`config.mk`:
```
export PLATFORM = sky130hd
export DESIGN_NAME = vedic3_mac_accum
export DESIGN_NICKNAME = d
export VERILOG_FILES = /design/src/rtl/vedic3_mac_accum.sv
export SDC_FILE = /design/constraint.sdc
export NUM_CORES = 1
export LEC_CHECK = 0
export ABC_AREA = 1
export CORE_ASPECT_RATIO = 1.2
export CORE_MARGIN = 8
export CORE_UTILIZATION = 47
export DETAILED_ROUTE_END_ITERATION = 16
export DONT_BUFFER_PORTS = 1
export GPL_TIMING_DRIVEN = 0
export HOLD_SLACK_MARGIN = 0.1
export RECOVER_POWER = 25
export SLEW_MARGIN = 20
export SYNTH_ARGS = -nofsm -noshare
export SYNTH_HDL_FRONTEND = slang
export SYNTH_SLANG_ARGS = --single-unit
export TNS_END_PERCENT = 20
```
`constraint.sdc`:
```
create_clock -name clk -period 3.7 [get_ports clk]
set_clock_uncertainty 0.1 [all_clocks]
set_input_delay 0.555 -clock clk [delete_from_list [all_inputs] [get_ports clk]]
set_output_delay 0.555 -clock clk [all_outputs]
set_load 0.01 [all_outputs]
```
`src/rtl/vedic3_mac_accum.sv`:
```
// Two-stage multiply-accumulate around a 3x3 vedic multiplier.
// Define VEDIC3_MAC_SAT_EN to clamp the frame sum instead of wrapping.

module vedic3bit (
    input  logic [2:0] a,
    input  logic [2:0] b,
    output logic [5:0] p
);

    logic [1:0] t1;
    logic [2:0] t2;
    logic [2:0] t3;
    logic [1:0] t4;

    // Vertical-and-crosswise columns, each carrying into the next.
    always_comb begin
        t1 = {1'b0, a[1] & b[0]} + {1'b0, a[0] & b[1]};
        t2 = {2'b0, a[2] & b[0]} + {2'b0, a[1] & b[1]}
           + {2'b0, a[0] & b[2]} + {2'b0, t1[1]};
        t3 = {2'b0, a[2] & b[1]} + {2'b0, a[1] & b[2]}
           + {1'b0, t2[2:1]};
        t4 = {1'b0, a[2] & b[2]} + t3[2:1];
        p  = {t4, t3[0], t2[0], t1[0], a[0] & b[0]};
    end

endmodule

module vedic3_mac_accum #(
    parameter int ACC_W     = 8,
    parameter int MAX_TERMS = 8,
    parameter int CNT_W     = 4
) (
    input  logic             clk,
    input  logic             rst_n,
    input  logic             in_valid,
    output logic             in_ready,
    input  logic [2:0]       in_a,
    input  logic [2:0]       in_b,
    input  logic             in_last,
    output logic             out_valid,
    input  logic             out_ready,
    output logic [ACC_W-1:0] out_sum,
    output logic [CNT_W-1:0] out_terms,
    output logic             out_ovf
);

    localparam logic [CNT_W:0] MAX_C = MAX_TERMS[CNT_W:0];

    logic [5:0]       prod;
    logic             accept;
    logic             in_close;
    logic [CNT_W:0]   in_cnt_inc;

    logic [CNT_W-1:0] in_cnt_q, in_cnt_d;
    logic             s1_valid_q, s1_valid_d;
    logic             s1_close_q, s1_close_d;
    logic [ACC_W-1:0] s1_prod_q, s1_prod_d;
    logic [ACC_W-1:0] acc_q, acc_d;
    logic [CNT_W-1:0] term_cnt_q, term_cnt_d;
    logic             ovf_q, ovf_d;
    logic             out_valid_q, out_valid_d;
    logic [ACC_W-1:0] out_sum_q, out_sum_d;
    logic [CNT_W-1:0] out_terms_q, out_terms_d;
    logic             out_ovf_q, out_ovf_d;

    logic [ACC_W-1:0] acc_base;
    logic [ACC_W:0]   sum_w;
    logic             ovf_now;
    logic [ACC_W-1:0] acc_next;

    vedic3bit u_mul (
        .a (in_a),
        .b (in_b),
        .p (prod)
    );

    assign in_ready = !out_valid_q && !(s1_valid_q && s1_close_q);
    assign accept   = in_valid && in_ready;

    // The input side keeps its own beat count so a forced close is
    // known at accept time, ahead of the lagging stage-2 counter.
    assign in_cnt_inc = {1'b0, in_cnt_q} + (CNT_W + 1)'(1);
    assign in_close   = in_last || (in_cnt_inc == MAX_C);

    always_comb begin
        in_cnt_d   = in_cnt_q;
        s1_valid_d = accept;
        s1_close_d = 1'b0;
        s1_prod_d  = s1_prod_q;
        if (accept) begin
            in_cnt_d   = in_close ? '0 : in_cnt_inc[CNT_W-1:0];
            s1_close_d = in_close;
            s1_prod_d  = ACC_W'(prod);
        end
    end

    always_comb begin
        acc_base = (term_cnt_q == '0) ? '0 : acc_q;
        sum_w    = {1'b0, acc_base} + {1'b0, s1_prod_q};
        ovf_now  = ovf_q || sum_w[ACC_W];
`ifdef VEDIC3_MAC_SAT_EN
        acc_next = ovf_now ? '1 : sum_w[ACC_W-1:0];
`else
        acc_next = sum_w[ACC_W-1:0];
`endif
    end

    always_comb begin
        acc_d       = acc_q;
        term_cnt_d  = term_cnt_q;
        ovf_d       = ovf_q;
        out_valid_d = out_valid_q;
        out_sum_d   = out_sum_q;
        out_terms_d = out_terms_q;
        out_ovf_d   = out_ovf_q;
        if (out_valid_q && out_ready) begin
            out_valid_d = 1'b0;
        end
        if (s1_valid_q) begin
            if (s1_close_q) begin
                out_sum_d   = acc_next;
                out_terms_d = term_cnt_q + CNT_W'(1);
                out_ovf_d   = ovf_now;
                out_valid_d = 1'b1;
                acc_d       = '0;
                term_cnt_d  = '0;
                ovf_d       = 1'b0;
            end else begin
                acc_d      = acc_next;
                term_cnt_d = term_cnt_q + CNT_W'(1);
                ovf_d      = ovf_now;
            end
        end
    end

    always_ff @(posedge clk or negedge rst_n) begin
        if (!rst_n) begin
            in_cnt_q    <= '0;
            s1_valid_q  <= 1'b0;
            s1_close_q  <= 1'b0;
            s1_prod_q   <= '0;
            acc_q       <= '0;
            term_cnt_q  <= '0;
            ovf_q       <= 1'b0;
            out_valid_q <= 1'b0;
            out_sum_q   <= '0;
            out_terms_q <= '0;
            out_ovf_q   <= 1'b0;
        end else begin
            in_cnt_q    <= in_cnt_d;
            s1_valid_q  <= s1_valid_d;
            s1_close_q  <= s1_close_d;
            s1_prod_q   <= s1_prod_d;
            acc_q       <= acc_d;
            term_cnt_q  <= term_cnt_d;
            ovf_q       <= ovf_d;
            out_valid_q <= out_valid_d;
            out_sum_q   <= out_sum_d;
            out_terms_q <= out_terms_d;
            out_ovf_q   <= out_ovf_d;
        end
    end

    assign out_valid = out_valid_q;
    assign out_sum   = out_sum_q;
    assign out_terms = out_terms_q;
    assign out_ovf   = out_ovf_q;

endmodule
```
Word-level counts from Yosys, hierarchy flattened. Index checks and enable logic that the tools add are counted.

Register bits: 39. Input port bits: 11. Output and inout bits: 15. Logic and storage cells: 50.

Add/sub/neg operators: 10. Reductions and logical operators: 10. Eq/ne operators: 1. Muxes and demuxes: 9. Bitwise gates (word level): 9.

Operators by type and width (count): two-way mux 8 bit (2); adder 8 x 6 -> 9 bit (1); bitwise AND 1 bit (9); two-way mux 4 bit (2); adder 1 x 1 -> 2 bit (3); adder 3 x 1 -> 3 bit (2); adder 4 x 1 -> 5 bit, second input constant (1); == test 5 x 4 -> 1 bit, second input constant (1); two-way mux 1 bit (5); adder 4 x 1 -> 4 bit, second input constant (1); logical AND 1 bit (4); zero test 4 bit (1); adder 3 x 2 -> 3 bit (1); adder 1 x 2 -> 2 bit (1); zero test 1 bit (2); logical OR 1 bit (2); AND reduction 2 bit (1).

Longest topological paths before layout.
Depth in word-level cells: 6. Depth in mapped cells: 15. Depth with buffers taken out: 15.

By module. A second synthesis with hierarchy kept.

Cells, all modules: 247. Area, all modules: 2070.7 um^2.

By module, submodules not included: vedic3_mac_accum (cells each 220, seq. area each 975.9 um^2, area each 1894.3 um^2, times used 1); vedic3bit (cells each 27, seq. area each 0.0 um^2, area each 176.4 um^2, times used 1).

Worst setup path before layout. Ideal clock, no wire load.

Kind: input port to flip-flop. From: in in_a[1]. To: reg s1_prod_q[5]. Stages on the path: 10. Path slack: 0.852 ns. Setup time: 0.123 ns. Data arrival time: 2.625 ns. Required time: 3.477 ns. Path buffers: 0. Cell sequence: nand2_1 inv_1 ha_1 fa_1 ha_1 ha_1 fa_1 ha_1 xnor2_1 o21ai_1.

Longest elaborated chain between the ends: 6. Elaborated cells on any way between the ends: 10. Classes of those cells: add/sub (7); bitwise (3).

Ends and longest elaborated chain: start, declared (RTL line 37) `input logic [2:0] in_a,`; bitwise AND 1 bit (RTL line 18) `t2 = {2'b0, a[2] & b[0]} + {2'b0, a[1] & b[1]}`; adder 1 x 1 -> 2 bit (RTL line 18); adder 3 x 1 -> 3 bit (2 in series) (RTL line 19) `+ {2'b0, a[0] & b[2]} + {2'b0, t1[1]};`; adder 3 x 2 -> 3 bit (*) (RTL line 21) `+ {1'b0, t2[2:1]};`; adder 1 x 2 -> 2 bit (*) (RTL line 22) `t4 = {1'b0, a[2] & b[2]} + t3[2:1];`; end signal, assigned (RTL line 153) `s1_prod_q <= s1_prod_d;`; end, declared (RTL line 57) `logic [ACC_W-1:0] s1_prod_q, s1_prod_d;`.

Every way passes the cells marked *; elsewhere a longest branch is shown, timed or not. A chain may end at the register's enable or synchronous reset.

==> reports/results.txt <==
Outcome = finished, violations left
Failing checks = max-capacitance violations, max-slew violations
CTS resizes = 0
Drt wl/cell = 12.36 um
Final WL = 3832 um
Synth Cell Area = 2066 um2
Flop pwr share = 0.484
Ys async rst share = 1.000
Initial antenna violation count = 0
Worst r2r src = term_cnt_q[0]$_DFFE_PN0P_
Vias = 1473
Max Cap Viol = 1
Antenna Violating Nets Remaining = 0
Main combinational cell family by area after synthesis = simple AND/OR/NAND/NOR gates
Critical Path Max Stage Delay = 1460 ps
Crit path buf inv count = 2
Max-slew headroom = -0.3726
Cts bufs inserted = 5
First DRT Iteration DRCs = 79
Net Sw Power = 481.5 uW
#FFs+latches synth = 39
I/O pin cnt = 26
Critical Path Source = rst_n
FMAX = 373.9 MHz
Worst skew pair latency = 290 ps
ANT cells = 0
Worst IR Drop VDD = 0.2046 mV
Core footprint = 4229 um2
Period minus WS final = 2674 ps
Most common flop cell mapped by yosys = dfrtp_1
Clock slew at reported path FFs = 70 ps
Post-CTS Setup Repair Bufs = 0
Number of port buffers = 0
Final Cycle Share = 0.7228
Power Dens Cells = 586.5 nW/um2
Hold path start = out_ready
Adder-Cell Fraction of Synth Area = 0.1199
Post-Route Utilization = 0.5275
Clk buf depth = 2
Synth top area share = 0.4724
CTS Hold Bufs = 2
Post-Synth XOR/XNOR Area = 0.02968
Layout area overhead = 7.995%
Vias per inst = 4.752
Placed Cells = 300
Worst Path Required = 3590 ps
P_leak = 1.236 nW
Final hold vios = 0
Initial Util = 0.4885
Seq/Total Area, Yosys = 0.4724
Slew @ Worst Pin = 2059 ps
GRT Util Overall = 0.1269
Total chip power = 1.308 mW
Sum Neg Setup Slack = 0 ps
Logic pwr share = 0.306
Crit Path Max Fanout = 39
Slew Viols, Final = 40
Post-synth top cells = nand2_1 (76), dfrtp_1 (39), inv_1 (36), ha_1 (15), nor2_1 (14)
Clk network pwr share = 0.210
DRT Pass-1 Iters = 4
Mux cell area share after synthesis = 0
FP Rows = 26
CTS H-tree depth = 2
Die ar. = 6782 um2
Int Pwr = 827.0 uW
Final Setup Violations = 0
Top delay family on crit path = buffers and inverters
CP Class = in -> async
Pre-CTS setup slack = 750.2 ps
Mapped Cells = 244
DRC = 0
EDFF count, synth = 0
Leading post-synthesis cells by cell area = dfrtp_1 (47%), nand2_1 (14%), ha_1 (9.1%)
First-pass GRT wire length = 6872 um
Clock Sinks = 39
RD Place Congestion = 0.7945
Compound-Gate Fraction of Synth Area = 0.08056
Synth Area in Simple Gates = 0.2193
Synth warn = 0
Die Wd = 76.52 um
Sequence of cells on the critical path = dlygate4sd3_1 -> clkbuf_1
HPWL Detailed = 2964 um
RSZ-0062 raised after global routing = false
CTS tree = yes
Vias in the first global route = 1549
Hold Path Class = in -> reg
Synth Net Count = 273
Largest net degree at the start of global routing = 40
Final WS setup = 1026 ps
Clock root buffer master = clkbuf_8
Yosys top cell by area = dfrtp_1
Sw frac = 0.3680
CP Capture Type = asynchronous set/reset pin
Mean post-synth cell area = 8.466 um2
GRT Residual Overflow = 0
Worst Setup Start Kind = primary input
Worst path slowest cell = clkbuf_1
Cell with the most instances after synthesis = nand2_1
Post-Layout Cell Count = 310
Number of distinct library cells after synthesis = 22
Share of layout cells above drive strength 1 = 0.05512
WP data arrival = 2560 ps
Chip height = 88.63 um
Nets = 282
==> layout make-up <==
type / instances / area (um2)
well taps: 56 / 70.07
clock inverters: 1 / 5.005
plain buffers: 4 / 18.77
inverters: 38 / 142.6
repair buffers: 2 / 13.76
multi-input cells: 163 / 928.4
flip-flops and latches: 39 / 975.9
clock buffers: 7 / 76.32
fillers: 416 / 1998
==> power groups by stage <==
stage / clock network [mW] / logic, mW / registers, mW
after global placement: 0 / 0.389 / 0.641
final: 0.274 / 0.400 / 0.634
after detailed placement: 0 / 0.395 / 0.646
after global routing: 0.298 / 0.471 / 0.652
after CTS: 0.283 / 0.409 / 0.638
after floorplan: 0 / 0.322 / 0.625
==> layout by cell type (no fill, tap or decap), drive strengths merged <==
| cell type | count |
|---|---|
| nand2 | 78 |
| dfrtp | 39 |
| inv | 38 |
| nor2 | 17 |
| o21ai | 16 |
| ha | 15 |
| nand3 | 13 |
| clkbuf | 11 |
| o22ai | 8 |
| a21oi | 4 |
| xnor2 | 4 |
| xor2 | 3 |
| fa | 3 |
| o21bai | 1 |
| buf | 1 |
| o41ai | 1 |
| clkinv | 1 |
| dlygate4sd3 | 1 |
==> through the flow <==
step,cell area [um2],hold slack [ps]
after floorplan,2066,159.4
after global placement,2136,161.0
after detailed placement,2136,160.7
after CTS,2247,249.4
after global routing,2231,242.0
final,2231,251.0
==> path summary, 6_finish.rpt <==
path                            cells past startpoint  slack [ps]                        to
max in group clk                                   10        1090  s1_prod_q[5]$_DFFE_PN0P_
worst max register to register                     15        1160       out_ovf$_DFFE_PN0P_
worst min-delay path                                1         250       out_valid$_DFF_PN0_
min in group asynchronous                           2        1290  s1_prod_q[0]$_DFFE_PN0P_
worst min register to register                      2         390      acc_q[5]$_DFFE_PN0P_
worst max-delay path                                2        1030      acc_q[4]$_DFFE_PN0P_
==> sequential cells by signal, summed over array words and instances, names as in the netlist <==
register	cells
term_cnt_q	4
acc_q	8
out_valid	1
s1_prod_q	6
ovf_q	1
out_sum	8
s1_close_q	1
s1_valid_q	1
in_cnt_q	4
out_terms	4
out_ovf	1
==> layer usage <==
metal  track usage  vias to the layer above  part of all wire
met5             0                        -                 0
met4       0.06305                        0             0.023
met3       0.04370                        8             0.055
met2        0.2301                       24              0.52
met1        0.1285                      661              0.40
li1              -                      780                 -
==> kinds of logic (layout without fill, tap and decap cells) <==
family                     count (synthesis)  after routing
and+or+nand+nor                          108            108
buffers and inverters                     42             52
DFF                                       39             39
AOI/OAI and AO/OA                         30             30
adders and majority gates                 18             18
xor gates and xnor gates                   7              7
No activity file was read; power rests on OpenSTA's default activity.
